**src/rtl/lsu_pkg.sv**
```systemverilog
// rtl/lsu_pkg.sv - shared constants for the load/store access sequencer
// Holds RV32I load/store funct3 codes, data-memory size encodings, FSM state
// encodings and the funct3 legality check used by the sequencer.
package lsu_pkg;

    localparam logic [2:0] F3_B  = 3'b000;
    localparam logic [2:0] F3_H  = 3'b001;
    localparam logic [2:0] F3_W  = 3'b010;
    localparam logic [2:0] F3_BU = 3'b100;
    localparam logic [2:0] F3_HU = 3'b101;

    localparam logic [1:0] SZ_B = 2'b00;
    localparam logic [1:0] SZ_H = 2'b01;
    localparam logic [1:0] SZ_W = 2'b10;

    localparam logic [1:0] IDLE  = 2'd0;
    localparam logic [1:0] SPLIT = 2'd1;
    localparam logic [1:0] RESP  = 2'd2;

    // Stores only have signed encodings; loads add the unsigned byte/half forms.
    function automatic logic f3_legal(input logic we, input logic [2:0] f3);
        if (we) begin
            return (f3 == F3_B) || (f3 == F3_H) || (f3 == F3_W);
        end
        return (f3 == F3_B) || (f3 == F3_H) || (f3 == F3_W) ||
               (f3 == F3_BU) || (f3 == F3_HU);
    endfunction

endpackage

```
**src/rtl/lsu_load_format.sv**
```systemverilog
// rtl/lsu_load_format.sv - sign/zero extension of raw load data
// Ports: i_data raw little-endian data (byte 0 in [7:0]), i_size access size,
//        i_zext 1 = zero-extend / 0 = sign-extend, o_data extended result.
module lsu_load_format
    import lsu_pkg::*;
#(
    parameter int SIZE = 32
) (
    input  logic [SIZE-1:0] i_data,
    input  logic [1:0]      i_size,
    input  logic            i_zext,
    output logic [SIZE-1:0] o_data
);

    always_comb begin
        case (i_size)
            SZ_B:    o_data = {{(SIZE-8){~i_zext & i_data[7]}}, i_data[7:0]};
            SZ_H:    o_data = {{(SIZE-16){~i_zext & i_data[15]}}, i_data[15:0]};
            default: o_data = i_data;
        endcase
    end

endmodule

```
**src/rtl/lsu_access_sequencer.sv**
```systemverilog
// rtl/lsu_access_sequencer.sv - load/store sequencer in front of the data memory
// Ports: i_clk/i_rst (async active-low) clock and reset;
//        i_req_* / o_req_ready  request handshake from execute (we, funct3, addr, wdata);
//        o_resp_*               one-cycle registered response (rdata, err, split);
//        o_busy                 stall to core while not idle;
//        o_mem_* / i_mem_rdata  data-memory access port (combinational read data).
module lsu_access_sequencer
    import lsu_pkg::*;
#(
    parameter int SIZE        = 32,
    parameter bit MISALIGN_EN = 1'b1
) (
    input  logic            i_clk,
    input  logic            i_rst,
    input  logic            i_req_valid,
    output logic            o_req_ready,
    input  logic            i_req_we,
    input  logic [2:0]      i_req_funct3,
    input  logic [SIZE-1:0] i_req_addr,
    input  logic [SIZE-1:0] i_req_wdata,
    output logic            o_resp_valid,
    output logic [SIZE-1:0] o_resp_rdata,
    output logic            o_resp_err,
    output logic            o_resp_split,
    output logic            o_busy,
    output logic [SIZE-1:0] o_mem_addr,
    output logic [SIZE-1:0] o_mem_wdata,
    output logic [1:0]      o_mem_size,
    output logic            o_mem_ext,
    output logic            o_mem_we,
    input  logic [SIZE-1:0] i_mem_rdata
);

    logic [1:0]      r_state;
    logic [2:0]      r_cnt;
    logic [2:0]      r_last;
    logic [SIZE-1:0] r_addr;
    logic [SIZE-1:0] r_wdata;
    logic [2:0]      r_f3;
    logic            r_we;
    logic [SIZE-1:0] r_asm;
    logic [SIZE-1:0] r_resp_rdata;
    logic            r_resp_err;
    logic            r_resp_split;

    logic            w_idle;
    logic            w_split;
    logic            w_accept;
    logic            w_legal;
    logic            w_misal;
    logic            w_go_aligned;
    logic            w_go_split;
    logic            w_last;
    logic [5:0]      w_bit_idx;
    logic [7:0]      w_wbyte;
    logic [SIZE-1:0] w_asm_next;
    logic [SIZE-1:0] w_fmt_in;
    logic [1:0]      w_fmt_size;
    logic            w_fmt_zext;
    logic [SIZE-1:0] w_fmt_out;

    assign w_idle       = (r_state == IDLE);
    assign w_split      = (r_state == SPLIT);
    assign w_accept     = i_req_valid & w_idle;
    assign w_legal      = f3_legal(i_req_we, i_req_funct3);
    assign w_misal      = ((i_req_funct3[1:0] == SZ_H) & i_req_addr[0]) |
                          ((i_req_funct3[1:0] == SZ_W) & (|i_req_addr[1:0]));
    assign w_go_aligned = w_accept & w_legal & ~w_misal;
    assign w_go_split   = w_accept & w_legal & w_misal & MISALIGN_EN;
    assign w_last       = w_split & (r_cnt == r_last);

    // Byte k of the split transfer lives at bit 8k of the captured data/assembly.
    assign w_bit_idx = {r_cnt, 3'b000};
    assign w_wbyte   = r_wdata[w_bit_idx +: 8];

    always_comb begin
        w_asm_next                  = r_asm;
        w_asm_next[w_bit_idx +: 8]  = i_mem_rdata[7:0];
    end

    // One formatter serves both paths: raw memory data on an aligned issue,
    // the assembly including the byte arriving now on the last split beat.
    assign w_fmt_in   = w_split ? w_asm_next : i_mem_rdata;
    assign w_fmt_size = w_split ? r_f3[1:0]  : i_req_funct3[1:0];
    assign w_fmt_zext = w_split ? r_f3[2]    : i_req_funct3[2];

    lsu_load_format #(.SIZE(SIZE)) u_load_format (
        .i_data (w_fmt_in),
        .i_size (w_fmt_size),
        .i_zext (w_fmt_zext),
        .o_data (w_fmt_out)
    );

    always_comb begin
        if (w_split) begin
            o_mem_addr  = r_addr + {{(SIZE-3){1'b0}}, r_cnt};
            o_mem_wdata = {{(SIZE-8){1'b0}}, w_wbyte};
            o_mem_size  = SZ_B;
            o_mem_ext   = 1'b1;
            o_mem_we    = r_we;
        end else begin
            o_mem_addr  = i_req_addr;
            o_mem_wdata = i_req_wdata;
            o_mem_size  = i_req_funct3[1:0];
            o_mem_ext   = i_req_funct3[2];
            o_mem_we    = w_go_aligned & i_req_we;
        end
    end

    always_ff @(posedge i_clk or negedge i_rst) begin
        if (!i_rst) begin
            r_state      <= IDLE;
            r_cnt        <= 3'd0;
            r_last       <= 3'd0;
            r_addr       <= '0;
            r_wdata      <= '0;
            r_f3         <= 3'd0;
            r_we         <= 1'b0;
            r_asm        <= '0;
            r_resp_rdata <= '0;
            r_resp_err   <= 1'b0;
            r_resp_split <= 1'b0;
        end else begin
            case (r_state)
                IDLE: begin
                    if (w_accept) begin
                        r_resp_split <= 1'b0;
                        if (w_go_split) begin
                            r_state <= SPLIT;
                            r_addr  <= i_req_addr;
                            r_wdata <= i_req_wdata;
                            r_f3    <= i_req_funct3;
                            r_we    <= i_req_we;
                            r_cnt   <= 3'd0;
                            r_last  <= (i_req_funct3[1:0] == SZ_W) ? 3'd3 : 3'd1;
                            r_asm   <= '0;
                        end else begin
                            // Aligned issue completes now; anything else is an error.
                            r_state      <= RESP;
                            r_resp_err   <= ~w_go_aligned;
                            r_resp_rdata <= (w_go_aligned & ~i_req_we) ? w_fmt_out : '0;
                        end
                    end
                end
                SPLIT: begin
                    r_cnt <= r_cnt + 3'd1;
                    if (!r_we) begin
                        r_asm <= w_asm_next;
                    end
                    if (w_last) begin
                        r_state      <= RESP;
                        r_resp_err   <= 1'b0;
                        r_resp_split <= 1'b1;
                        r_resp_rdata <= r_we ? '0 : w_fmt_out;
                    end
                end
                RESP:    r_state <= IDLE;
                default: r_state <= IDLE;
            endcase
        end
    end

    assign o_req_ready  = w_idle;
    assign o_busy       = ~w_idle;
    assign o_resp_valid = (r_state == RESP);
    assign o_resp_rdata = r_resp_rdata;
    assign o_resp_err   = r_resp_err;
    assign o_resp_split = r_resp_split;

endmodule

```
**config.mk**
```make
export PLATFORM = sky130hd
export DESIGN_NAME = lsu_access_sequencer
export DESIGN_NICKNAME = d
export VERILOG_FILES = /design/src/rtl/lsu_pkg.sv /design/src/rtl/lsu_load_format.sv /design/src/rtl/lsu_access_sequencer.sv
export SDC_FILE = /design/constraint.sdc
export NUM_CORES = 1
export LEC_CHECK = 0
export BUFFER_PORTS_ARGS = -buffer_cell sky130_fd_sc_hd__buf_4
export CAP_MARGIN = 5
export CORE_AREA = 4 4 135 137
export CTS_CLUSTER_DIAMETER = 30
export DETAILED_ROUTE_END_ITERATION = 10
export DIE_AREA = 0 0 139 141
export HOLD_SLACK_MARGIN = 0.15
export PLACE_DENSITY = 0.79
export SLEW_MARGIN = 20
export SYNTH_ARGS = -nofsm -noshare
export SYNTH_HDL_FRONTEND = slang
export SYNTH_HIERARCHICAL = 1
export SYNTH_SLANG_ARGS = --single-unit
```
**constraint.sdc**
```tcl
create_clock -name i_clk -period 7.04 [get_ports i_clk]
set_input_delay 0.704 -clock i_clk [delete_from_list [all_inputs] [get_ports i_clk]]
set_output_delay 0.704 -clock i_clk [all_outputs]
set_load 0.03 [all_outputs]
```
==> results.sh, run 1 <==
export IMPL_fill_cells=1457
export IMPL_leakage_nw=5.27
export IMPL_rsz0062_at_grt="false"
export IMPL_grt_pass1_vias=7315
export IMPL_drt_iter0_drc=555
export IMPL_io_buffers=207
export IMPL_hold_buffers=0
export IMPL_fmax_mhz=228
export IMPL_post_place_ws_ps=3130
export IMPL_grt_pass1_wl_um=37000
export IMPL_drive_above_1_share_pct=25.2
export IMPL_dr_pass1_iters=5
export IMPL_fp_row_count=48
export IMPL_yosysWarnings=6
export IMPL_dpl_cell_area_um2=9790
export IMPL_multiInputGateArea_um2=4210
export IMPL_grtUsageTotal_pct=23.0
export IMPL_dieArea_um2=19600
export IMPL_num_vias=7319
export IMPL_cap_violations=0
export IMPL_grt_start_max_net_pins=79
export IMPL_slew_headroom_pct=28.2
export IMPL_dp_hpwl_um=15900
export IMPL_synth_edff_count=0
export IMPL_end_kind="output pin"
export IMPL_regToRegStartpoint="r_cnt[0]"
export IMPL_peakVddDrop_v=0.000246
export IMPL_post_route_util_pct=61.3
export IMPL_status="finished, final reports clean"
export IMPL_io_pins=208
export IMPL_avgSynthCellArea_um2=8.53
export IMPL_post_cts_buffers=0
export IMPL_drt_wl_total_um=22500
export IMPL_ant_nets=0
export IMPL_detail_route_vias_per_cell=5.36
export IMPL_min_path_type="in2async"
export IMPL_clk_latency_ps=420
export IMPL_core_um2=17100
export IMPL_clk_pin_slew_ps=60
export IMPL_h_tree_depth=4
export IMPL_hold_violations=0
export IMPL_die_h_um=141
export IMPL_area_growth_pct=26.6
export IMPL_holdWs_ps=273
export IMPL_worst_slack_ps=2660
export IMPL_critPathMaxFanout=15
export IMPL_yosysSeqAreaShare_pct=42.7
export IMPL_power_density_nw_per_um2=428
export IMPL_min_period_ps=4380
export IMPL_synth_async_sr_flop_share_pct=100
export IMPL_die_w_um=139
export IMPL_drv_slew=0
export IMPL_fin_tns_setup_ps=0
export IMPL_cts_sinks=141
export IMPL_grt_overflow_total=0
export IMPL_crit_type="reg2out"
export IMPL_antenna_found_initial=0
export IMPL_routedWlPerCell_um=16.5
export IMPL_critPathLaunch="r_cnt[0]"
export IMPL_num_antenna_cells=0
export IMPL_yosysUniqueCellTypes=57
export IMPL_fin_area_um2=10500
export IMPL_gp_congestion=0.895
export IMPL_setup_viol=0
export IMPL_tightestPinTransition_ps=1080
export IMPL_critPathLaunchType="register"
export IMPL_cts_tree="done"
export IMPL_required_ps=6340
export IMPL_clockRootBuffer="clkbuf_16"
export IMPL_skew_ps=14.0
export IMPL_cts_buffers=17
export IMPL_layout_area_seq_um2=3530
export IMPL_ys_ff_latch=141
export IMPL_post_route_drc_count=0
export IMPL_syn_area_um2=8260
export IMPL_nNetsFinal=1237
export IMPL_synth_flop_cell="dfrtp_1"
export IMPL_crit_arrival_ps=3680
export IMPL_post_route_period_util_pct=62.3
export IMPL_initial_utilization_pct=48.4
export IMPL_syn_num_nets=1078
export IMPL_synthCells=968
export IMPL_post_cts_resize_count=0
export IMPL_cts_buffer_depth=2
-- cell usage in the layout (no fill, tap or decap), drive strengths merged, types with 3 or more instances in the layout --
master,instances
xor2,14
dfrtp,141
mux4,8
nor2b,30
nand2,342
a21oi,13
clkbuf,23
xnor2,16
o21ai,88
ha,6
or4,3
a22o,40
nand3,9
buf,215
nor4,3
a21o,6
nor3,9
nor4b,3
mux2,9
bufinv,5
and4,4
nand4,5
nor2,12
mux2i,57
inv,43
and3,13
or2,3
-- state kept, by name (all words and copies together), names as in the netlist --
register,flops
o_resp_err,1
o_resp_split,1
r_we,1
r_cnt,3
o_resp_rdata,32
r_addr,32
r_state,2
r_last,2
r_wdata,32
r_f3,3
r_asm,32
-- routing by layer --
metal | routed length [um] | vias to the layer above | global-route usage, %
li1 | - | 3522 | -
met1 | 9540 | 3500 | 29.3
met2 | 11000 | 263 | 38.8
met3 | 1450 | 34 | 5.83
met4 | 511 | 0 | 7.16
met5 | 0 | - | 0
-- metrics by stage --
| stage | std cells | power, W |
|---|---|---|
| 2_1_floorplan | 968 | 0.00284 |
| 3_3_place_gp | 1333 | 0.00342 |
| 3_5_place_dp | 1333 | 0.00348 |
| 4_1_cts | 1365 | 0.00451 |
| 5_1_grt | 1365 | 0.00478 |
| 6_report | 1365 | 0.00447 |
-- where the power goes --
group	switching [W]	total, W	leakage, nW	internal [W]
registers	0.000292	0.00143	1.84	0.00114
clock network	0.000341	0.00101	0.324	0.000668
logic	0.00123	0.00204	3.10	0.000806
total	0.00186	0.00447	5.27	0.00261
-- final timing paths --
check / endpoint / slack [ps] / cells after the start
setup / recovery: o_mem_addr[26] / 2660 / 9
hold / removal: o_resp_rdata[18] / 270 / 1
setup reg to reg: o_resp_rdata[26] / 3280 / 11
hold reg to reg: r_wdata[8] / 470 / 2
max in group asynchronous: r_addr[2] / 5350 / 2
min in group i_clk: r_wdata[8] / 470 / 2
-- logic make-up (layout without fill, tap and decap cells) --
kind of cell | after synthesis | in the layout | synth area share, %
compound gates | 157 | 157 | 12.3
xor+xnor | 30 | 30 | 3.18
fa+ha+maj | 7 | 7 | 1.15
buf+inv | 117 | 289 | 6.82
flops | 141 | 141 | 42.7
mux | 74 | 74 | 10.4
simple gates | 442 | 442 | 23.5
-- worst max-delay path, stage by stage (launching register included) --
cell       delay, ps
dfrtp_1          830
ha_1             280
inv_1             50
fa_1             400
nor2b_1          220
o2111ai_1        510
nor4_1           510
xnor2_1          110
o21ai_0          160
buf_4            190
-- cells in the mapped netlist (5+ instances only) --
cell | instances | area share [%]
a21o_1 | 6 | 0.55
mux4_2 | 8 | 2.2
ha_1 | 6 | 0.91
xor2_1 | 14 | 1.5
inv_1 | 41 | 1.9
nor2_1 | 11 | 0.50
buf_6 | 7 | 0.95
nor2b_1 | 30 | 2.3
nand2_1 | 340 | 15
buf_4 | 10 | 0.91
mux2_2 | 9 | 1.2
nand4_1 | 5 | 0.38
nand3_1 | 9 | 0.55
dfrtp_1 | 141 | 43
clkbuf_1 | 29 | 1.3
o21ai_0 | 86 | 5.2
buf_2 | 25 | 1.5
xnor2_1 | 16 | 1.7
mux2i_1 | 56 | 6.8
a21oi_1 | 12 | 0.73
nor3_1 | 9 | 0.55
a22o_1 | 40 | 4.2
and3_1 | 11 | 0.83
-- cell type report --
class,count,share of cell area (%)
Multi-Input combinational cell,710,40.2
Sequential cell,141,33.7
Timing Repair Buffer,215,15.5
Clock buffer,23,4.66
Tap cell,225,2.69
Clock inverter,9,1.72
Inverter,42,1.51
No activity file was read; power rests on OpenSTA's default activity.
==> run 2: changes to the inputs <==
--- a/config.mk
+++ b/config.mk
@@ -5,14 +5,15 @@
 export SDC_FILE = /design/constraint.sdc
 export NUM_CORES = 1
 export LEC_CHECK = 0
+export ABC_AREA = 1
 export BUFFER_PORTS_ARGS = -buffer_cell sky130_fd_sc_hd__buf_4
 export CAP_MARGIN = 5
-export CORE_AREA = 4 4 135 137
+export CORE_AREA = 4 4 141 143
 export CTS_CLUSTER_DIAMETER = 30
 export DETAILED_ROUTE_END_ITERATION = 10
-export DIE_AREA = 0 0 139 141
+export DIE_AREA = 0 0 145 147
 export HOLD_SLACK_MARGIN = 0.15
-export PLACE_DENSITY = 0.79
+export PLACE_DENSITY = 0.77
 export SLEW_MARGIN = 20
 export SYNTH_ARGS = -nofsm -noshare
 export SYNTH_HDL_FRONTEND = slang
==> constraint.sdc (replaced) <==
create_clock -name i_clk -period 4.22 [get_ports i_clk]
set_input_delay 0.422 -clock i_clk [delete_from_list [all_inputs] [get_ports i_clk]]
set_output_delay 0.422 -clock i_clk [all_outputs]
set_load 0.03 [all_outputs]
==> results.sh, run 2 <==
export IMPL_status="finished, final reports clean"
export IMPL_yosysTopAreaCell="dfrtp_1"
export IMPL_grt_overflow_total=0
export IMPL_ant_nets=0
export IMPL_routedWlPerCell_um=14.9
export IMPL_synth_edff_count=0
export IMPL_fp_row_count=50
export IMPL_slowest_delay_ps=580
export IMPL_power_w=0.00670
export IMPL_grt_pass1_wl_um=42500
export IMPL_post_route_util_pct=59.5
export IMPL_yosys_area_top_type_share_pct=39.5
export IMPL_avgSynthCellArea_um2=6.65
export IMPL_drt_iter0_drc=856
export IMPL_synth_most_common_cell="nand2_1"
export IMPL_leakage_nw=5.94
export IMPL_drive_above_1_share_pct=18.9
export IMPL_synth_xor_area_share_pct=1.18
export IMPL_rsz0062_at_grt="false"
export IMPL_power_density_nw_per_um2=605
export IMPL_fin_area_um2=11100
export IMPL_io_pins=208
export IMPL_synth_flop_cell="dfrtp_1"
export IMPL_hold_violations=0
export IMPL_worst_slack_ps=501
export IMPL_post_route_drc_count=0
export IMPL_drv_slew=0
export IMPL_synth_top_family_by_area="simple AND/OR/NAND/NOR gates"
export IMPL_initial_utilization_pct=48.1
export IMPL_die_h_um=147
export IMPL_dpl_cell_area_um2=10400
export IMPL_post_cts_buffers=0
export IMPL_syn_area_um2=8930
export IMPL_min_path_type="in2async"
export IMPL_skew_ps=12.1
export IMPL_crit_type="reg2out"
export IMPL_post_cts_resize_count=0
export IMPL_fmax_mhz=269
export IMPL_ys_ff_latch=141
export IMPL_detail_route_vias_per_cell=5.31
export IMPL_final_common_cell="nand2_1"
export IMPL_drt_wl_total_um=26000
export IMPL_dr_pass1_iters=5
export IMPL_area_growth_pct=23.9
export IMPL_io_buffers=207
export IMPL_crit_arrival_ps=3300
export IMPL_slew_headroom_pct=30.7
export IMPL_core_um2=18600
export IMPL_synth_async_sr_flop_share_pct=100
export IMPL_h_tree_depth=4
export IMPL_grt_start_max_net_pins=120
export IMPL_nNetsFinal=1608
export IMPL_yosysSeqAreaShare_pct=39.5
export IMPL_syn_num_nets=1453
export IMPL_cp_slowest_cell="dfrtp_1"
export IMPL_ys_top_cells_by_area="dfrtp_1, nand2_1, o21ai_0, nand3_1, nor2_1"
export IMPL_cts_sinks=141
export IMPL_end_kind="output pin"
export IMPL_synthCells=1343
export IMPL_clk_latency_ps=430
export IMPL_tightestPinTransition_ps=1040
export IMPL_cp_common_cell="nand2_1"
export IMPL_clk_pin_slew_ps=70
export IMPL_cap_violations=0
export IMPL_yosysUniqueCellTypes=33
export IMPL_critPathMaxFanout=13
export IMPL_post_route_period_util_pct=88.1
export IMPL_critPathLaunchType="register"
export IMPL_mostFrequentLayoutCells="nand2_1, buf_4, dfrtp_1, o21ai_0, nor2_1"
export IMPL_cts_buffer_depth=2
export IMPL_fin_tns_setup_ps=0
export IMPL_die_w_um=145
export IMPL_synth_compound_area_share_pct=12.2
export IMPL_dieArea_um2=21300
export IMPL_antenna_found_initial=0
export IMPL_hold_buffers=0
export IMPL_crit_path_cell_trace="clkinv_1 -> fa_1 -> inv_1 -> nand3_1 -> nand2_1 -> nand2_1 -> nor2_1 -> nand2_1 -> nand2_1 -> nand3_1 -> nand2_1 -> buf_4"
export IMPL_clockRootBuffer="clkbuf_16"
export IMPL_grt_pass1_vias=8483
export IMPL_peakVddDrop_v=0.000338
export IMPL_required_ps=3800
export IMPL_min_period_ps=3720
export IMPL_yosysWarnings=6
export IMPL_grtUsageTotal_pct=23.9
export IMPL_synth_mux_area_share_pct=0
export IMPL_post_place_ws_ps=774
export IMPL_cts_tree="done"
export IMPL_synth_common_cells="nand2_1, dfrtp_1, o21ai_0"
export IMPL_dp_hpwl_um=18500
export IMPL_setup_viol=0
export IMPL_num_vias=9264
export IMPL_gp_congestion=0.878
export IMPL_num_antenna_cells=0
export IMPL_synthAdderAreaFrac_pct=1.06
export IMPL_synth_simple_area_share_pct=36.3
export IMPL_cts_buffers=17
[run 2: metal layers]
metal | track usage (%) | vias up | routed length [um]
li1 | - | 4590 | -
met1 | 34.1 | 4265 | 11900
met2 | 37.6 | 371 | 11900
met3 | 4.41 | 38 | 1800
met4 | 6.75 | 0 | 469
met5 | 0 | - | 0
[run 2: final timing paths]
check / start / end / slack [ps] / cells after the start
worst max-delay path: r_cnt[1] / o_mem_addr[26] / 500 / 12
worst min-delay path: i_rst / r_addr[24] / 130 / 1
worst max register to register: r_cnt[1] / o_resp_rdata[25] / 700 / 18
worst min register to register: r_asm[18] / r_asm[18] / 480 / 2
max in group asynchronous: i_rst / r_asm[31] / 3190 / 2
min in group i_clk: i_req_addr[20] / r_addr[20] / 200 / 3
[run 2: critical path, delay by kind of cell, from the launching register on]
kind,cells,cell delay (ps)
buffers and inverters,3,640
DFF,1,580
and+or+nand+nor,8,1120
adders and majority gates,1,520
[run 2: report_power, final]
group	switching [W]	total [W]	internal (W)	leakage (nW)
combinational	0.00199	0.00297	0.000989	3.80
sequential	0.000392	0.00216	0.00177	1.85
clock	0.000649	0.00156	0.000910	0.292
total	0.00303	0.00670	0.00367	5.94
[run 2: cell families (layout without fill, tap and decap cells)]
family,count (synthesis),after routing
and+or+nand+nor,785,785
AOI/OAI and AO/OA,203,203
buffers and inverters,195,363
DFF,141,141
xor gates and xnor gates,12,12
adders and majority gates,7,7
[run 2: layout make-up]
type	count	area, um^2
Multi-Input combinational cell	1007	4550
Fill cell	1761	7520
Sequential cell	141	3530
Tap cell	234	293
Clock inverter	14	174
Timing Repair Buffer	222	1670
Inverter	109	410
Clock buffer	18	439
[run 2: through the flow]
step	hold slack, ps	instances
after floorplan	126	1343
after global placement	462	1713
after detailed placement	465	1713
after CTS	184	1745
after global routing	201	1745
final	126	1745
